**config.mk**
```make
export PLATFORM = sky130hd
export DESIGN_NAME = door_motion_supervisor
export DESIGN_NICKNAME = d
export VERILOG_FILES = /design/src/rtl/door_pkg.sv /design/src/rtl/btn_debounce.sv /design/src/rtl/door_motion_supervisor.sv
export SDC_FILE = /design/constraint.sdc
export NUM_CORES = 1
export LEC_CHECK = 0
export BUFFER_PORTS_ARGS = -buffer_cell sky130_fd_sc_hd__buf_2
export CAP_MARGIN = 30
export CORE_UTILIZATION = 67
export CTS_BUF_LIST = sky130_fd_sc_hd__clkbuf_8
export DETAILED_ROUTE_END_ITERATION = 12
export GPL_TIMING_DRIVEN = 0
export HOLD_SLACK_MARGIN = 0.08
export PLACE_DENSITY_LB_ADDON = 0.05
export SLEW_MARGIN = 25
export SYNTH_ARGS = -nofsm -noshare
export SYNTH_HDL_FRONTEND = slang
export SYNTH_SLANG_ARGS = --single-unit
```
**constraint.sdc**
```tcl
create_clock -name CLK -period 3.5 [get_ports CLK]
set_input_delay 0.7 -clock CLK [delete_from_list [all_inputs] [get_ports CLK]]
set_output_delay 0.7 -clock CLK [all_outputs]
set_load 0.03 [all_outputs]
```
**src/rtl/door_pkg.sv**
```systemverilog
// Shared definitions for the door motion supervisor.
//   state_t          : supervisor FSM states (3-bit)
//   *_DEF constants  : default timing parameters
package door_pkg;

    typedef enum logic [2:0] {
        IDLE      = 3'd0,
        START     = 3'd1,
        WAIT_MOVE = 3'd2,
        MOVING    = 3'd3,
        STOP_FLT  = 3'd4,
        STOP_REV  = 3'd5,
        REVERSE   = 3'd6,
        FAULT     = 3'd7
    } state_t;

    localparam int DEBOUNCE_DEF     = 4;
    localparam int MOVE_TIMEOUT_DEF = 1000;
    localparam int AUTO_CLOSE_DEF   = 500;
    localparam int CNT_W_DEF        = 16;

endpackage

```
**src/rtl/btn_debounce.sv**
```systemverilog
// Button debouncer.
//   CLK, RST    : clock, asynchronous active-low reset
//   raw         : raw button level, CLK-synchronous
//   level       : debounced level (accepted after DEBOUNCE stable cycles)
//   rise_pulse  : one-cycle pulse when the debounced level goes high
module btn_debounce
    import door_pkg::*;
#(
    parameter int DEBOUNCE = DEBOUNCE_DEF
) (
    input  logic CLK,
    input  logic RST,
    input  logic raw,
    output logic level,
    output logic rise_pulse
);

    localparam int CW = $clog2(DEBOUNCE + 1);

    logic [CW-1:0] cnt;

    // The counter only runs while raw differs from the accepted level, so any
    // return to the old level restarts the stability window.
    always_ff @(posedge CLK or negedge RST) begin
        if (!RST) begin
            level      <= 1'b0;
            rise_pulse <= 1'b0;
            cnt        <= '0;
        end else begin
            rise_pulse <= 1'b0;
            if (raw == level) begin
                cnt <= '0;
            end else if (cnt == CW'(DEBOUNCE - 1)) begin
                level      <= raw;
                rise_pulse <= raw;
                cnt        <= '0;
            end else begin
                cnt <= cnt + 1'b1;
            end
        end
    end

endmodule

```
**src/rtl/door_motion_supervisor.sv**
```systemverilog
// Supervisor between user inputs / limit sensors and the garage-door motor
// controller. Debounces and merges button requests, issues Activate pulses,
// overrides the limit lines to stop or reverse the controller, and adds
// auto-close, obstruction reversal, a motion watchdog and a sticky fault.
//   CLK, RST             : clock, asynchronous active-low reset
//   Wall_Btn, Remote_Btn : raw buttons
//   Obstruct             : photo-beam blocked
//   Auto_En              : auto-close enable
//   UP_Max_i, DN_Max_i   : physical limit sensors
//   UP_M, DN_M           : controller motor outputs
//   Activate             : activate request to controller (registered)
//   UP_Max_o, DN_Max_o   : limits to controller (sensor or forced value)
//   Busy                 : supervisor not idle (registered)
//   Fault                : sticky fault (registered)
module door_motion_supervisor
    import door_pkg::*;
#(
    parameter int DEBOUNCE     = DEBOUNCE_DEF,
    parameter int MOVE_TIMEOUT = MOVE_TIMEOUT_DEF,
    parameter int AUTO_CLOSE   = AUTO_CLOSE_DEF,
    parameter int CNT_W        = CNT_W_DEF
) (
    input  logic CLK,
    input  logic RST,
    input  logic Wall_Btn,
    input  logic Remote_Btn,
    input  logic Obstruct,
    input  logic Auto_En,
    input  logic UP_Max_i,
    input  logic DN_Max_i,
    input  logic UP_M,
    input  logic DN_M,
    output logic Activate,
    output logic UP_Max_o,
    output logic DN_Max_o,
    output logic Busy,
    output logic Fault
);

    localparam logic [CNT_W-1:0] MOVE_LAST = CNT_W'(MOVE_TIMEOUT - 1);
    localparam logic [CNT_W-1:0] AC_LAST   = CNT_W'(AUTO_CLOSE - 1);
    localparam logic [CNT_W-1:0] WAIT_LAST = CNT_W'(1);

    state_t           state;
    logic [CNT_W-1:0] timer;
    logic             obstructed;
    logic             force_up, force_dn;
    logic             up_val, dn_val;

    logic wall_level, wall_rise, remote_level, remote_rise;
    logic user_req, ac_run, ac_fire, req;

    btn_debounce #(.DEBOUNCE(DEBOUNCE)) u_wall (
        .CLK(CLK), .RST(RST), .raw(Wall_Btn),
        .level(wall_level), .rise_pulse(wall_rise)
    );

    btn_debounce #(.DEBOUNCE(DEBOUNCE)) u_remote (
        .CLK(CLK), .RST(RST), .raw(Remote_Btn),
        .level(remote_level), .rise_pulse(remote_rise)
    );

    // A press while the other button is already held down belongs to the
    // same user action; simultaneous rises collapse into one request.
    assign user_req = (wall_rise   & ~(remote_level & ~remote_rise))
                    | (remote_rise & ~(wall_level   & ~wall_rise));

    assign ac_run  = (state == IDLE) && UP_Max_i && Auto_En && !Obstruct && !obstructed;
    assign ac_fire = ac_run && (timer == AC_LAST);
    assign req     = user_req || ac_fire;

    assign UP_Max_o = force_up ? up_val : UP_Max_i;
    assign DN_Max_o = force_dn ? dn_val : DN_Max_i;

    always_ff @(posedge CLK or negedge RST) begin
        if (!RST) begin
            state      <= IDLE;
            timer      <= '0;
            obstructed <= 1'b0;
            force_up   <= 1'b0;
            force_dn   <= 1'b0;
            up_val     <= 1'b0;
            dn_val     <= 1'b0;
            Activate   <= 1'b0;
            Busy       <= 1'b0;
            Fault      <= 1'b0;
        end else begin
            Activate <= 1'b0;
            case (state)
                IDLE: begin
                    if (user_req) obstructed <= 1'b0;
                    if (req && !(UP_Max_i && Obstruct)) begin
                        timer <= '0;
                        Busy  <= 1'b1;
                        if (UP_Max_i && DN_Max_i) begin
                            state <= FAULT;
                            Fault <= 1'b1;
                        end else begin
                            state    <= START;
                            Activate <= 1'b1;
                            // Mid-travel: present "open" so the controller closes.
                            if (!UP_Max_i && !DN_Max_i) begin
                                force_up <= 1'b1;
                                up_val   <= 1'b1;
                                force_dn <= 1'b1;
                                dn_val   <= 1'b0;
                            end
                        end
                    end else if (ac_run) begin
                        timer <= timer + 1'b1;
                    end else begin
                        timer <= '0;
                    end
                end
                START: begin
                    state    <= WAIT_MOVE;
                    force_up <= 1'b0;
                    force_dn <= 1'b0;
                    timer    <= '0;
                end
                WAIT_MOVE: begin
                    if (UP_M || DN_M) begin
                        state <= MOVING;
                        timer <= '0;
                    end else if (timer == WAIT_LAST) begin
                        state <= FAULT;
                        Fault <= 1'b1;
                    end else begin
                        timer <= timer + 1'b1;
                    end
                end
                MOVING: begin
                    if (timer == MOVE_LAST) begin
                        state    <= STOP_FLT;
                        force_up <= 1'b1;
                        up_val   <= 1'b1;
                        force_dn <= 1'b1;
                        dn_val   <= 1'b1;
                    end else if (Obstruct && DN_M) begin
                        state      <= STOP_REV;
                        obstructed <= 1'b1;
                        force_up   <= 1'b1;
                        up_val     <= 1'b1;
                        force_dn   <= 1'b1;
                        dn_val     <= 1'b1;
                    end else if (!UP_M && !DN_M) begin
                        state <= IDLE;
                        Busy  <= 1'b0;
                        timer <= '0;
                    end else begin
                        timer <= timer + 1'b1;
                    end
                end
                STOP_FLT: begin
                    state    <= FAULT;
                    Fault    <= 1'b1;
                    force_up <= 1'b0;
                    force_dn <= 1'b0;
                end
                STOP_REV: begin
                    // Controller is now stopped at a "closed" view; reopen it.
                    state    <= REVERSE;
                    up_val   <= 1'b0;
                    dn_val   <= 1'b1;
                    Activate <= 1'b1;
                end
                REVERSE: begin
                    state    <= WAIT_MOVE;
                    force_up <= 1'b0;
                    force_dn <= 1'b0;
                    timer    <= '0;
                end
                FAULT: begin
                    state <= FAULT;
                end
                default: state <= FAULT;
            endcase
        end
    end

endmodule

```
; ---- After elaboration in Yosys (flattened, before gate mapping)
; Cells that the tools add are included.
[word_totals]
regBits = 36
in_bits = 10
out_inout_bits = 5
elab_cells = 149
[op_classes]
addsub = 3
eq_ne = 29
mux = 53
n_bitwise = 11
reduce_logical = 38
[op_table]
columns = operator, count
row1 = $mux W16, 7
row2 = $pmux W16 S4, 1
row3 = $mux W3, 11
row4 = $mux W1, 26
row5 = $reduce_and A5 Y1, 4
row6 = $pmux W3 S6, 1
row7 = $add A16 B1 Y16 const B, 1
row8 = $eq A16 B1 Y1 const B, 1
row9 = $eq A16 B10 Y1 const B, 1
row10 = $eq A16 B9 Y1 const B, 1
row11 = $ne A2 B2 Y1 const B, 8
row12 = $eq A3 B2 Y1 const B, 4
row13 = $eq A3 B3 Y1 const B, 4
row14 = $pmux W1 S3, 4
row15 = $logic_and A1 B1 Y1, 11
row16 = $ne A3 B3 Y1 const B, 3
row17 = $reduce_bool A3 Y1, 3
row18 = $reduce_and A4 Y1, 2
row19 = $logic_not A1 Y1, 7
row20 = $add A3 B1 Y3 const B, 2
row21 = $ne A2 B1 Y1 const B, 3
row22 = $not A1 Y1, 6
row23 = $pmux W1 S2, 3
row24 = $and A1 B1 Y1, 4
row25 = 12 further kinds, 16

; ---- Logic depth before layout (Yosys ltp)
; Gate-level depths: netlist of the first run.
[logic_depth]
ltp_word = 10
depth_mapped = 8

; ---- Hierarchy
; A second synthesis of the first run with hierarchy kept.
[unflattened]
hier_cells = 219
hier_area_um2 = 2125.8
[by_module_without_submodules]
columns = module, instances, cells_each, area_each_um2, seq_area_each_um2
row1 = door_motion_supervisor, 1, 193, 1712.9, 650.6
row2 = btn_debounce, 2, 13, 206.4, 125.1

; ---- Worst setup path before layout of the first run
; OpenSTA, ideal clock, no wires.
[synth_timing]
path_kind = input-to-reg
start = in UP_Max_i
end = reg timer[7]
setup_ps = 64
arrival_ps = 1971
slack_ps = 1464
path_stages = 7
n_path_buf = 2
cell_sequence = clkbuf_1 > nand4bb_1 > a2111oi_4 > a22oi_4 > buf_6 > nor4b_1 > a211o_1
[synth_via]
elab_chain_cells = 9
elab_cells_between_ends = 12
classes_between = mux (3) / reduce/logical (9)
[synth_lines]
columns = element, line
row1 = start: declaration, door_motion_supervisor.sv:29  ; input logic UP_Max_i,
row2 = $logic_and A1 B1 Y1 (4 in series), door_motion_supervisor.sv:68  ; assign ac_run = (state == IDLE) && UP_Max_i && Auto_En && !Obstruct && !obstructed;
row3 = $logic_and A1 B1 Y1, door_motion_supervisor.sv:69  ; assign ac_fire = ac_run && (timer == AC_LAST);
row4 = $logic_or A1 B1 Y1, door_motion_supervisor.sv:70  ; assign req = user_req || ac_fire;
row5 = $logic_and A1 B1 Y1, door_motion_supervisor.sv:92  ; if (req && !(UP_Max_i && Obstruct)) begin
row6 = $mux W16 (*), door_motion_supervisor.sv:92
row7 = $pmux W16 S4 (*), door_motion_supervisor.sv:89  ; case (state)
row8 = end signal: assignment, door_motion_supervisor.sv:110  ; timer <= timer + 1'b1;
row9 = end signal: assignment, door_motion_supervisor.sv:129  ; timer <= timer + 1'b1;
row10 = end signal: assignment, door_motion_supervisor.sv:151  ; timer <= timer + 1'b1;
row11 = end: declaration, door_motion_supervisor.sv:45  ; logic [CNT_W-1:0] timer;
; Every way passes the cells marked *; elsewhere a longest branch is shown, timed or not.
; A chain may end at the register's enable or synchronous reset.

; ---- Worst setup path after layout of the first run
[layout_timing]
start = reg timer[0]
end = reg timer[8]
[layout_via]
elab_chain_cells = 6
elab_cells_between_ends = 18
classes_between = add/sub (1) / eq/ne (5) / mux (8) / reduce/logical (4)
[layout_lines]
columns = element
row1 = branches (longest 6 deep; another with $add A16 B1 Y16)
; Several ways; the timed one is not identified. The select of a mux whose other input is x is not followed.

==> results of run 1 <==
==> cell type report <==
class                   instances  area [sq um]
multi-input cells             169          1240
flip-flops and latches         36         900.9
fillers                       204         644.4
plain buffers                  12         77.57
clock buffers                   5         68.82
repair buffers                 13         65.06
well taps                      44         55.05
clock inverters                 3         42.54
inverters                       9         33.78
==> flip-flops by register name, indices dropped and copies added (netlist names) <==
name                 flops
dn_val                   1
u_remote.level           1
u_remote.rise_pulse      1
obstructed               1
u_wall.rise_pulse        1
force_dn                 1
u_wall.cnt               3
u_wall.level             1
u_remote.cnt             3
Busy                     1
Activate                 1
Fault                    1
up_val                   1
timer                   16
state                    3
==> synth_stat cells (6+ instances only) <==
| master | count |
|---|---|
| nand2_1 | 12 |
| a22o_1 | 12 |
| o21ai_0 | 6 |
| a21oi_1 | 8 |
| dfrtp_1 | 36 |
| nor3_1 | 13 |
| nor2b_1 | 7 |
| o211ai_1 | 11 |
| inv_1 | 8 |
| nor2_1 | 13 |
==> worst max-delay path: stages, from the launching register on <==
cell and delay (ns):
dfrtp_1 0.43, ha_1 0.28, nor4bb_1 0.36, nand4_2 0.21
a22oi_4 0.35, buf_6 0.19, o211ai_1 0.11, a22o_1 0.26
==> layer usage <==
| layer | up-vias | track usage [%] |
|---|---|---|
| li1 | 917 | - |
| met1 | 979 | 38.06 |
| met2 | 100 | 55.08 |
| met3 | 20 | 6.494 |
| met4 | 0 | 12.62 |
| met5 | - | 0 |
==> power groups by stage <==
stage / Sequential [mW] / Clock (mW) / Combinational, mW
after floorplan: 0.558 / 0 / 0.593
after global placement: 0.556 / 0 / 0.737
after global routing: 0.568 / 0.386 / 0.855
after CTS: 0.558 / 0.368 / 0.771
final: 0.559 / 0.365 / 0.781
after detailed placement: 0.565 / 0 / 0.766
==> logic make-up (layout without fill, tap and decap cells) <==
logic type | count (synthesis) | count (layout) | synth area share [%]
AO/OA/AOI/OAI | 67 | 67 | 24.00
XOR/XNOR | 3 | 3 | 1.167
adder cells (fa/ha/maj) | 4 | 4 | 2.222
buffers and inverters | 21 | 42 | 4.944
flip-flops | 36 | 36 | 40.00
multiplexers | 5 | 5 | 2.500
AND/OR/NAND/NOR | 90 | 90 | 25.17
==> worst min path at each step <==
stage | endpoint | slack (ns) | cells after the start
floorplan | Activate | 0.40 | 0
global placement | u_wall.cnt[0] | 0.43 | 1
detailed placement | u_remote.cnt[0] | 0.45 | 1
CTS | u_remote.cnt[0] | 0.46 | 1
global route | u_wall.cnt[0] | 0.48 | 1
finish | u_remote.cnt[0] | 0.46 | 1
==> through the flow <==
step	utilization, %	instance area (sq um)	std cells	hold WS, ns	total power, mW
6_report	79.40	2484	291	0.4567	1.705
2_1_floorplan	-	2252	226	0.4044	1.151
5_1_grt	79.40	2484	291	0.4775	1.809
3_3_place_gp	75.84	2372	283	0.4277	1.293
3_5_place_dp	75.84	2372	283	0.4503	1.331
4_1_cts	79.40	2484	291	0.4603	1.696
==> metrics.txt, run 1 <==
status completed; Final Max Slew Viols 0; Final min period 2.302 ns; Hold Buf Count CTS 0; crit path capture type flip-flop; Static Leakage 1.109 nW; RSZ-0062 raised after global routing no; FP Rows 20; Final setup viols 0; total CTS buffers 5; Max VDD drop 0.4070 mV; EDFF count, synth 0; routed wl met3 359 microns; antenna-violating nets left 0; register area share after synthesis 40.00%; FF+latch count, synth 36; combinational share of power 45.8%; Worst Skew 0.01083 ns; Clock Path Buffers 2; Worst R2R Start timer[0]; switch share 40.65%; maximum clock frequency 434.5 MHz; Synth top area share 40.00%; clk_lat worst skew 0.29 ns; H-tree levels 2; Setup crit start timer[0]; core area 3128 sq um; worst hold-check path type reg -> reg; Pint 1.012 mW; Net Switching 0.6931 mW; CTS tree done; vias per std cell 6.928; WP data required 3.67 ns; Syn Nets 240; Max-Slew Margin vs Limit 45.97%; Initial Util 72.00%; P per Cell Area 686.4 nW/um^2; largest area contributor in the netlist dfrtp_1; startpoint type of the worst setup path flip-flop; most common cell after layout, fill and taps aside dfrtp_1; commonest non-fill, non-tap cells in the layout dfrtp_1 (36), buf_2 (15), nor3_1 (13), nor2_1 (13); number of max-cap violations 0; # IOs 15; DR pass1 iterations 5; Die Y 59.98 microns; Avg Cell Area, Syn 9.965 sq um; DR WL met2 2524 microns; antenna violations before repair 0; buffers added on ports 13; GPL Wtd Cong 0.9620; library cells used by synthesis 58; Slew @ Worst Pin 0.8105 ns; GRT overflow 0; # DRC 0; Hold Vio Cnt, Final 0; worst-path maximum fanout 10; Synth Instances 226; Top Layer Used met4; main flop type after synthesis dfrtp_1; reg2reg setup slack 1.20 ns; setup_tns 0 ns; layout cell share with drive strength beyond 1 17.81%; post-CTS setup buffer count 0; CP endpoint timer[8]; final worst-path cycle share 65.76%; Arr. time, crit path 2.48 ns; die area 3597 sq um; final worst-path setup slack 1.198 ns; critical path type reg -> reg; met1 WL 2107 microns; first-pass GRT wire length 8376 microns; initial DRC count 250; post-cts resize count 0; reg-to-reg critical path endpoint timer[8]; number of global-route vias before repair 1,865; pre-CTS WS 1.129 ns; Reg power frac 32.8%; Tot GR Track Use 31.66%; clock root buffer clkbuf_8; largest net degree at the start of global routing 37; Post-DP HPWL 3498 microns; Mapped Area 2252 sq um; die width 59.98 microns; Async SR Flop Fraction 100.0%; Worst Reg-to-Reg Cells 7; Syn. warnings 0; WL final 5130 microns; Final nets 260; clock-pin slew on the worst setup and hold paths 0.07 ns; # diodes 0; Clock Sinks 36; Synth-to-Final Area Change 10.28%; wire per inst 17.63 microns; Vias 2,016; most area-consuming cells after synthesis dfrtp_1 (40%), a22o_1 (4.7%), o211ai_1 (3.7%); clock power share 21.4%; worst hold start u_remote.cnt[0]
(Power assumes the default switching activity.)
==> inputs of run 2 (changes only) <==
Settings changed: CORE_UTILIZATION 67 to 56.
Clock period 3.5 ns to 1.95 ns, I/O delays scaled along.
==> run 2 against run 1 <==
Effect of this change: the run now ends with setup timing left; first-iteration DRC count shrank 43%; register-to-register slack lost 1.3 ns; clock-buffer cell count unchanged; core utilization down 3.7 points; die area rose by 19%; non-clock buffer count grew 25; global-route usage is 2.2 points lower; worst hold slack worse by 0.26 ns; design area up 15%.
==> metrics.txt, run 2 (synthesis gave the netlist of run 1 again) <==
CTS tree done; initial DRC count 142 (-43%); status finished with violations; Worst Hold Slack 0.1951 ns (-0.2616 ns); FP Rows 22 (+10%); Worst path max stage delay 0.48 ns (+0.05 ns); Clock Path Buffers 2 (unchanged); clock root buffer clkbuf_8; most frequent CP cell buf_4; crit path capture type flip-flop; antenna violations before repair 0 (unchanged); Arr. time, crit path 2.23 ns (-0.25 ns); register area 908.4 sq um (+0.83%); wire per inst 18.64 microns (+5.8%); startpoint type of the worst setup path flip-flop; max FFs per register 16 (unchanged); worst hold-check path type in -> async; Crit-path slowest cell dfrtp_1; layout cell share with drive strength beyond 1 32.84% (+15 points); buffers added on ports 13 (unchanged); crit path buf inv count 2 (+1); Final Max Slew Viols 0 (unchanged); vias per std cell 6.520 (-5.9%); final worst-path setup slack -0.08744 ns (-1.286 ns); WP data required 2.14 ns (-1.53 ns); critical path type reg -> reg; Final setup viols 16 (+16); Die Y 65.42 microns (+9.1%); failing checks setup timing; WL final 5947 microns (+16%); Clock Sinks 36 (unchanged); Initial Util 59.72% (-12 points); setup_tns -0.8612 ns (-0.8612 ns); crit path cell chain nor3_4 -> nand4_4 -> buf_4 -> buf_4 -> a22o_1 -> and2_4 -> o32ai_2; worst-path maximum fanout 7 (-3); Hold Buf Count CTS 0 (unchanged); # placed instances 287 (+1.4%); number of max-cap violations 0 (unchanged); most common cell after layout, fill and taps aside dfrtp_1; GRT overflow 0 (unchanged); total CTS buffers 5 (unchanged); core area 3771 sq um (+21%); first-pass GRT wire length 9501 microns (+13%); maximum clock frequency 490.8 MHz (+13%); Tot GR Track Use 29.47% (-2.2 points); pre-CTS WS -0.2717 ns (-1.400 ns); clk_lat worst skew 0.29 ns (about the same); DR pass1 iterations 5 (unchanged); H-tree levels 2 (unchanged); Max VDD drop 0.7298 mV (+79%); largest net degree at the start of global routing 37 (unchanged); fill count 237 (+16%); Final nets 285 (+9.6%); die area 4279 sq um (+19%); # diodes 0 (unchanged); Hold Vio Cnt, Final 0 (unchanged); number of global-route vias before repair 2,003 (+7.4%); die width 65.42 microns (+9.1%); Slew @ Worst Pin 0.8142 ns (+0.003716 ns); final worst-path cycle share 104.5% (+39 points); GPL Wtd Cong 1.016 (+5.6%); crit-path leading delay family simple AND/OR/NAND/NOR gates; Static Leakage 1.219 nW (+9.9%); Tot Pwr 3.375 mW (+98%); RSZ-0062 raised after global routing yes; fin area 2855 sq um (+15%); # IOs 15 (unchanged); DP Area 2384 sq um (+0.47%); clock-pin slew on the worst setup and hold paths 0.07 ns (about the same); # DRC 0 (unchanged); Max-Slew Margin vs Limit 45.72% (-0.25 points); Top reg by flops timer; Post-DP HPWL 3484 microns (-0.41%); Synth-to-Final Area Change 26.78%; commonest non-fill, non-tap cells in the layout dfrtp_1 (30), buf_4 (20), nor3_1 (13), nor2_1 (13), buf_2 (13); antenna-violating nets left 0 (unchanged); area of the multi-input gates 1400 sq um (+13%); Vias 2,080 (+3.2%); Cell Count, Final, Fillers Out 319 (+9.6%); Final min period 2.037 ns (-0.2641 ns); Worst Skew 0.005840 ns (-0.004992 ns); P per Cell Area 1182 nW/um^2 (+72%); Finished Core Util 75.71% (-3.7 points)
## run 2: changes by cell type in the layout (fill, tap and decap cells not counted), moves of 2 or more
cell / previous run / this run
a21oi_1: 8 / 6
a21oi_2: 0 / 2
buf_2: 15 / 13
buf_4: 0 / 20
buf_6: 4 / 10
dfrtp_1: 36 / 30
dfrtp_2: 0 / 6
ha_1: 4 / 2
ha_4: 0 / 2
nand4_2: 3 / 1
nand4_4: 0 / 2
nor3_2: 2 / 0
nor3_4: 0 / 2
## run 2: worst register-to-register path: stages (launching register included)
cell	delay [ns]
dfrtp_1	0.48
nor3_4	0.37
nand4_4	0.19
buf_4	0.17
buf_4	0.12
a22o_1	0.25
and2_4	0.18
o32ai_2	0.19
## run 2: area by class of cell
cell class | instances | area share [%]
Inverter | 9 | 1.315
Sequential cell | 36 | 31.81
Tap cell | 48 | 2.103
Buffer | 12 | 3.067
Clock buffer | 5 | 2.410
Clock inverter | 2 | 0.3067
Multi-Input combinational cell | 169 | 49.04
Timing Repair Buffer | 38 | 9.947
## run 2: path summary, 6_finish.rpt
check                                 from         endpoint  slack (ns)  cells past startpoint
setup / recovery                  timer[3]         state[0]       -0.09                      7
hold reg to reg            u_remote.cnt[0]  u_remote.cnt[0]        0.44                      1
max in group asynchronous              RST         timer[2]        1.19                      1
setup reg to reg                  timer[3]         state[0]       -0.09                      7
min in group CLK                Remote_Btn   u_remote.level        0.37                      2
hold / removal                         RST        timer[10]        0.20                      1
## run 2: layer usage
layer	global-route usage, %	routed length [microns]	share of wire [%]	vias up
met5	0	0	0	-
met4	13.86	155	2.6	0
met3	5.035	409	6.9	21
met2	43.43	2765	46	102
met1	41.96	2616	44	993
li1	-	-	-	964
## run 2: what timing repair did
item / 4_1_cts / 5_1_grt
cloned: 1 / 1
endpoints found under the setup margin: 22 / 21
setup buffers: 15 / 8
resized for setup: 19 / 25
pin swaps: 11 / 15
## run 2: power by group
part	leakage [nW]	internal, mW	switching, mW	total (mW)
clock network	0.0452	0.237	0.253	0.490
registers	0.456	0.890	0.126	1.02
logic	0.718	0.850	1.02	1.87
total	1.22	1.98	1.40	3.37
